==> src/rtl/hoene_frame_controller_pkg.sv <==
// Shared types and defaults for the smart-LED frame controller.
// Holds the FSM state enum, default geometry and the frame length.
package hoene_frame_controller_pkg;

    localparam int DEF_CHANNELS = 3;
    localparam int DEF_BITS     = 8;
    localparam int FRAME_BITS   = DEF_CHANNELS * DEF_BITS;

    typedef enum logic [1:0] {
        ST_IDLE,
        ST_CAPTURE,
        ST_FORWARD,
        ST_ERROR
    } state_t;

    // Counter width able to hold the value n itself.
    function automatic int cnt_width(input int n);
        return $clog2(n + 1);
    endfunction

endpackage

==> src/rtl/hoene_shift_capture.sv <==
// Shadow shift register plus saturating bit counter for one frame.
// Ports: clear, shift_en, bit_in in; shadow, done (this shift fills it) out.
module hoene_shift_capture
    import hoene_frame_controller_pkg::*;
#(
    parameter int W = FRAME_BITS
) (
    input  logic         clk,
    input  logic         rst_n,
    input  logic         clear,
    input  logic         shift_en,
    input  logic         bit_in,
    output logic [W-1:0] shadow,
    output logic         done
);

    localparam int CW = cnt_width(W);

    logic [CW-1:0] count;

    // done is combinational so the FSM can leave CAPTURE on the
    // very strobe that completes the frame.
    assign done = shift_en && (count == CW'(W - 1));

    always_ff @(posedge clk or negedge rst_n) begin
        if (!rst_n) begin
            shadow <= '0;
            count  <= '0;
        end else if (clear) begin
            shadow <= '0;
            count  <= '0;
        end else if (shift_en) begin
            shadow <= {shadow[W-2:0], bit_in};
            if (count != CW'(W))
                count <= count + 1'b1;
        end
    end

endmodule

==> src/rtl/hoene_frame_controller.sv <==
// Frame sequencer: captures this node's channel bits, forwards the rest.
// Ports: decoded bit stream in; ch_value/update, fwd_*, frame_err, busy out.
module hoene_frame_controller
    import hoene_frame_controller_pkg::*;
#(
    parameter int CHANNELS = DEF_CHANNELS,
    parameter int BITS     = DEF_BITS
) (
    input  logic                     clk,
    input  logic                     rst_n,
    input  logic                     in_data,
    input  logic                     in_clk,
    input  logic                     in_error,
    input  logic                     insync,
    output logic [CHANNELS*BITS-1:0] ch_value,
    output logic                     update,
    output logic                     fwd_data,
    output logic                     fwd_clk,
    output logic                     fwd_en,
    output logic                     frame_err,
    output logic                     busy
);

    localparam int FB = CHANNELS * BITS;

    state_t        state;
    logic          insync_q;
    logic          rise;
    logic          strobe;
    logic          cap_clear;
    logic          cap_shift;
    logic          cap_done;
    logic [FB-1:0] shadow;

    assign rise   = insync & ~insync_q;
    assign strobe = in_clk & insync;

    assign cap_clear = (state == ST_IDLE) && rise;
    assign cap_shift = (state == ST_CAPTURE) && strobe && !in_error;

    assign fwd_en = (state == ST_FORWARD);
    assign busy   = (state != ST_IDLE);

    hoene_shift_capture #(
        .W (FB)
    ) u_cap (
        .clk      (clk),
        .rst_n    (rst_n),
        .clear    (cap_clear),
        .shift_en (cap_shift),
        .bit_in   (in_data),
        .shadow   (shadow),
        .done     (cap_done)
    );

    always_ff @(posedge clk or negedge rst_n) begin
        if (!rst_n) begin
            state     <= ST_IDLE;
            insync_q  <= 1'b0;
            ch_value  <= '0;
            update    <= 1'b0;
            fwd_data  <= 1'b0;
            fwd_clk   <= 1'b0;
            frame_err <= 1'b0;
        end else begin
            insync_q <= insync;
            update   <= 1'b0;
            fwd_clk  <= 1'b0;
            unique case (state)
                ST_IDLE: begin
                    if (rise) begin
                        state     <= ST_CAPTURE;
                        frame_err <= 1'b0;
                    end
                end
                ST_CAPTURE: begin
                    if (in_error) begin
                        state     <= ST_ERROR;
                        frame_err <= 1'b1;
                    end else if (!insync) begin
                        state     <= ST_IDLE;
                        frame_err <= 1'b1;
                    end else if (cap_done) begin
                        state <= ST_FORWARD;
                    end
                end
                ST_FORWARD: begin
                    if (in_error) begin
                        state     <= ST_ERROR;
                        frame_err <= 1'b1;
                    end else if (!insync) begin
                        state    <= ST_IDLE;
                        ch_value <= shadow;
                        update   <= 1'b1;
                    end else if (strobe) begin
                        fwd_clk  <= 1'b1;
                        fwd_data <= in_data;
                    end
                end
                ST_ERROR: begin
                    if (!insync)
                        state <= ST_IDLE;
                end
                default: state <= ST_IDLE;
            endcase
        end
    end

endmodule

==> config.mk <==
export PLATFORM = sky130hd
export DESIGN_NAME = hoene_frame_controller
export DESIGN_NICKNAME = d
export VERILOG_FILES = /design/src/rtl/hoene_frame_controller_pkg.sv /design/src/rtl/hoene_shift_capture.sv /design/src/rtl/hoene_frame_controller.sv
export SDC_FILE = /design/constraint.sdc
export NUM_CORES = 1
export LEC_CHECK = 0
export ABC_AREA = 1
export BUFFER_PORTS_ARGS = -buffer_cell sky130_fd_sc_hd__buf_2
export CAP_MARGIN = 20
export CORE_MARGIN = 1
export CORE_UTILIZATION = 39
export DETAILED_ROUTE_END_ITERATION = 6
export SLEW_MARGIN = 25
export SYNTH_ARGS = -nofsm -noshare
export SYNTH_HDL_FRONTEND = slang
export SYNTH_SLANG_ARGS = --single-unit
==> constraint.sdc <==
create_clock -name clk -period 2.1 [get_ports clk]
set_clock_uncertainty 0.1 [all_clocks]
set_input_delay 0.105 -clock clk [delete_from_list [all_inputs] [get_ports clk]]
set_output_delay 0.105 -clock clk [all_outputs]
set_load 0.005 [all_outputs]
==> impl_summary.log <==
[metrics] run status: complete, no violations
[metrics] final standard cell utilization of the core: 47.7%
[metrics] Seq. cell area: 1500 um^2
[metrics] number of clock sinks seen by CTS: 60
[metrics] number of global-route vias before repair: 1933
[metrics] Top Ports: 36
[metrics] growth of design area from synthesis to finish: 18.6%
[metrics] Critical Path, Cell by Cell: inv_1, ha_1, inv_1, nor2_1, nand2_2, buf_4, inv_1, nand2_1, nand2_1
[metrics] floorplan core area: 6790 um^2
[metrics] largest net degree at the start of global routing: 40
[metrics] total area of multi-input combinational cells: 1000 um^2
[metrics] Placed Instance Area: 3010 um^2
[metrics] Seq/Total Area, Yosys: 54.9%
[metrics] required time of the critical path: 2.27 ns
[metrics] launching point of the worst reg2reg path: state[0]
[metrics] number of violations of the max-capacitance limit: 0
[metrics] number of input and output port buffers inserted: 35
[metrics] worst slew margin relative to its limit: 64.6%
[metrics] hold crit path type: in2reg
[metrics] Tcrit/Tclk final: 86.8%
[metrics] clock tree from TritonCTS: yes
[metrics] YS warnings: 0
[metrics] deepest level of the CTS H-tree: 3
[metrics] Vias/cell: 4.54
[metrics] unrepaired setup endpoints after global routing: false
[metrics] first-pass GRT wire length: 8770 um
[metrics] destination of the worst register-to-register timing path: ch_value[0]
[metrics] number of instances in the synthesized netlist: 292
[metrics] final-report max-slew violation count: 0
[metrics] Final Critical Period: 1.82 ns
[metrics] Setup Total Neg Slack: 0 ns
[metrics] Slowest-stage cell, CP: sky130_fd_sc_hd__dfrtp_1
[metrics] cell types with the largest area share after synthesis: sky130_fd_sc_hd__dfrtp_1 (55%), sky130_fd_sc_hd__nand2_1 (9.5%), sky130_fd_sc_hd__o21ai_2 (7.1%)
[metrics] total CTS buffers: 9
[metrics] Final HPWL DP: 3390 um
[metrics] depth of the worst register-to-register path: 9
[metrics] launching element of the worst setup path: state[0]
[metrics] post-CTS sizing: 0
[metrics] family of cells with the greatest summed delay on the critical path: buffers and inverters
[metrics] register bit count reported by yosys: 60
[metrics] Lkg Pwr: 0.00165 uW
[metrics] setup slack, reg-to-reg: 0.28 ns
[metrics] Initial Utilization: 40.2%
[metrics] wire length after detailed routing: 4980 um
[metrics] number of unique standard cell types used by synthesis: 20
[metrics] die footprint: 7350 um^2
[metrics] overall via count from detail_route: 1979
[metrics] final net count: 348
[metrics] number of fillers in the final layout: 652
[metrics] Post-Syn Area per Cell: 9.36 um^2
[metrics] Detailed Route Iter0 Violations: 87
[metrics] slowest cell delay on critical path: 0.45 ns
[metrics] number of endpoints failing setup at the final stage: 0
[metrics] library cell with the largest summed area after synthesis: sky130_fd_sc_hd__dfrtp_1
[metrics] Worst Setup Path Type: reg2reg
[metrics] number of logic stages on the critical path including buffering: 9
[metrics] Detail Route Antenna Nets: 0
[metrics] post-synthesis net count: 305
[metrics] arrival time reported for the critical path endpoint: 2.00 ns
[metrics] detailed-routing iteration count for the pre-antenna-repair pass: 4
[metrics] critical path fanouts, max: 18
[metrics] overall routing resource usage: 15.6%
[metrics] hold path cells: 5
[metrics] post-detailed-route wirelength per cell: 11.4 um
[metrics] floorplan die width: 85.7 um
[metrics] slew at the pin closest to its max-slew limit: 0.531 ns
[metrics] cell row count: 30
[metrics] Layout Cell Area excl Fill: 3240 um^2
[metrics] cell repeated most along the worst path: sky130_fd_sc_hd__inv_1
[metrics] Antenna diodes: 0
[metrics] maximum clock rate: 549 MHz
[metrics] share of cells above drive strength 1: 30.6%
[metrics] antenna violations before repair: 0
[metrics] clock insertion delay at the later pin of the skew report: 0.33 ns
[metrics] Placer Congestion: 0.813
[metrics] Clock Root Buffer: sky130_fd_sc_hd__clkbuf_8
[metrics] Longest Clk Path Bufs: 2
[metrics] clock transition at the registers of the reported paths: 0.07 ns
[metrics] nature of the critical path endpoint: flip-flop
[metrics] post-layout total power: 3400 uW
[metrics] height of the chip: 85.7 um
[metrics] total count of hold-check failures in the final report: 0
[metrics] remaining design rule violation count: 0
[metrics] post-synth top area share: 54.9%
[metrics] buffer and inverter count on the worst path: 4
[metrics] pwr dens: 1050 nW/um^2
[metrics] VDD IR-drop max: 0.473 mV
[metrics] gr ovfl total: 0
[metrics] CP Launch Type: flip-flop
[metrics] mapped cell area: 2730 um^2
[metrics] end point of the critical path: ch_value[0]
where the power goes:
part | internal [uW] | switching, uW
sequential | 1370 | 144
combinational | 343 | 485
clock | 609 | 444
total | 2330 | 1070
routing by layer:
metal  GRT usage [%]  up-vias  wire length (um)
li1                -     1003                 -
met3            5.77        9               239
met5               0        -                 0
met1            20.0      923              2370
met2            23.3       44              2300
met4            7.42        0                66
layout by cell type (no fill, tap or decap):
cell type | Yosys | final
sky130_fd_sc_hd__dlygate4sd3_1 | 0 | 3
sky130_fd_sc_hd__clkinv_2 | 0 | 2
sky130_fd_sc_hd__nor2_4 | 1 | 1
sky130_fd_sc_hd__nand2_1 | 69 | 69
sky130_fd_sc_hd__dfrtp_1 | 60 | 60
sky130_fd_sc_hd__nand3_1 | 15 | 15
sky130_fd_sc_hd__clkbuf_1 | 1 | 1
sky130_fd_sc_hd__nand3_2 | 1 | 1
sky130_fd_sc_hd__buf_2 | 5 | 35
sky130_fd_sc_hd__xor2_1 | 1 | 1
sky130_fd_sc_hd__ha_1 | 7 | 7
sky130_fd_sc_hd__buf_12 | 0 | 2
sky130_fd_sc_hd__bufinv_16 | 0 | 1
sky130_fd_sc_hd__nand4_1 | 6 | 6
sky130_fd_sc_hd__nand2_2 | 22 | 22
sky130_fd_sc_hd__nor2_2 | 1 | 1
sky130_fd_sc_hd__inv_1 | 40 | 40
sky130_fd_sc_hd__o21ai_1 | 1 | 1
sky130_fd_sc_hd__buf_4 | 0 | 2
sky130_fd_sc_hd__nor2_1 | 6 | 6
sky130_fd_sc_hd__nand2_4 | 1 | 1
sky130_fd_sc_hd__clkinvlp_4 | 0 | 1
sky130_fd_sc_hd__clkbuf_8 | 0 | 11
sky130_fd_sc_hd__inv_2 | 2 | 2
sky130_fd_sc_hd__o21ai_0 | 27 | 27
sky130_fd_sc_hd__o21ai_2 | 22 | 22
worst reg2reg max path: stages, from the launching register on:
cell and delay, ns:
sky130_fd_sc_hd__dfrtp_1 0.45, sky130_fd_sc_hd__inv_1 0.14, sky130_fd_sc_hd__ha_1 0.23, sky130_fd_sc_hd__inv_1 0.07, sky130_fd_sc_hd__nor2_1 0.21, sky130_fd_sc_hd__nand2_2 0.09, sky130_fd_sc_hd__buf_4 0.20, sky130_fd_sc_hd__inv_1 0.14
sky130_fd_sc_hd__nand2_1 0.07, sky130_fd_sc_hd__nand2_1 0.06
sequential cells by signal, indices dropped and copies added, names as in the netlist, 2 cells and up:
signal,flops
ch_value,24
state,2
u_cap.count,5
u_cap.shadow,24
repair_timing:
action / CTS / global route
endpoints found under the hold margin: 24 / 0
hold buffers: 3 / 0
setup buffers: 0 / 0
cells in the mapped netlist (all sizes together):
cell,count
o21ai,50
nor2,8
dfrtp,60
nand3,16
buf,9
clkbuf,1
nand2,92
inv,42
ha,7
nand4,6
xor2,1
through the flow:
stage / hold slack, ns / instances / setup WS (ns)
global route: 0.0661 / 436 / 0.0999
finish: 0.0355 / 436 / 0.277
global placement: 0.00613 / 417 / 0.308
CTS: 0.0255 / 436 / 0.254
detailed placement: 0.0196 / 417 / 0.290
floorplan: -0.291 / 292 / 0.494
cells by family (layout without fill, tap and decap cells):
kind of cell | count (synthesis) | count (layout) | synth area share, %
adder cells (fa/ha/maj) | 7 | 7 | 3.20
AND/OR/NAND/NOR | 122 | 122 | 20.9
buffers and inverters | 52 | 100 | 8.47
flip-flops | 60 | 60 | 54.9
XOR/XNOR | 1 | 1 | 0.321
AO/OA/AOI/OAI | 50 | 50 | 12.2
area by class of cell:
type,instances,area share [%]
clock buffers,12,4.79
clock inverters,4,1.47
inverters,42,4.86
multi-input cells,180,30.8
flip-flops and latches,60,46.3
well taps,96,3.71
repair buffers,42,8.03
worst min-delay path by stage:
stage	start	end	slack (ns)
2_1_floorplan	rst_n	ch_value[0]	-0.29
3_3_place_gp	rst_n	ch_value[8]	0.006
3_5_place_dp	rst_n	ch_value[8]	0.02
4_1_cts	in_clk	fwd_clk	0.03
5_1_grt	in_error	state[0]	0.07
6_report	in_clk	fwd_clk	0.04
Note: power is estimated with default switching activity, not from simulation.
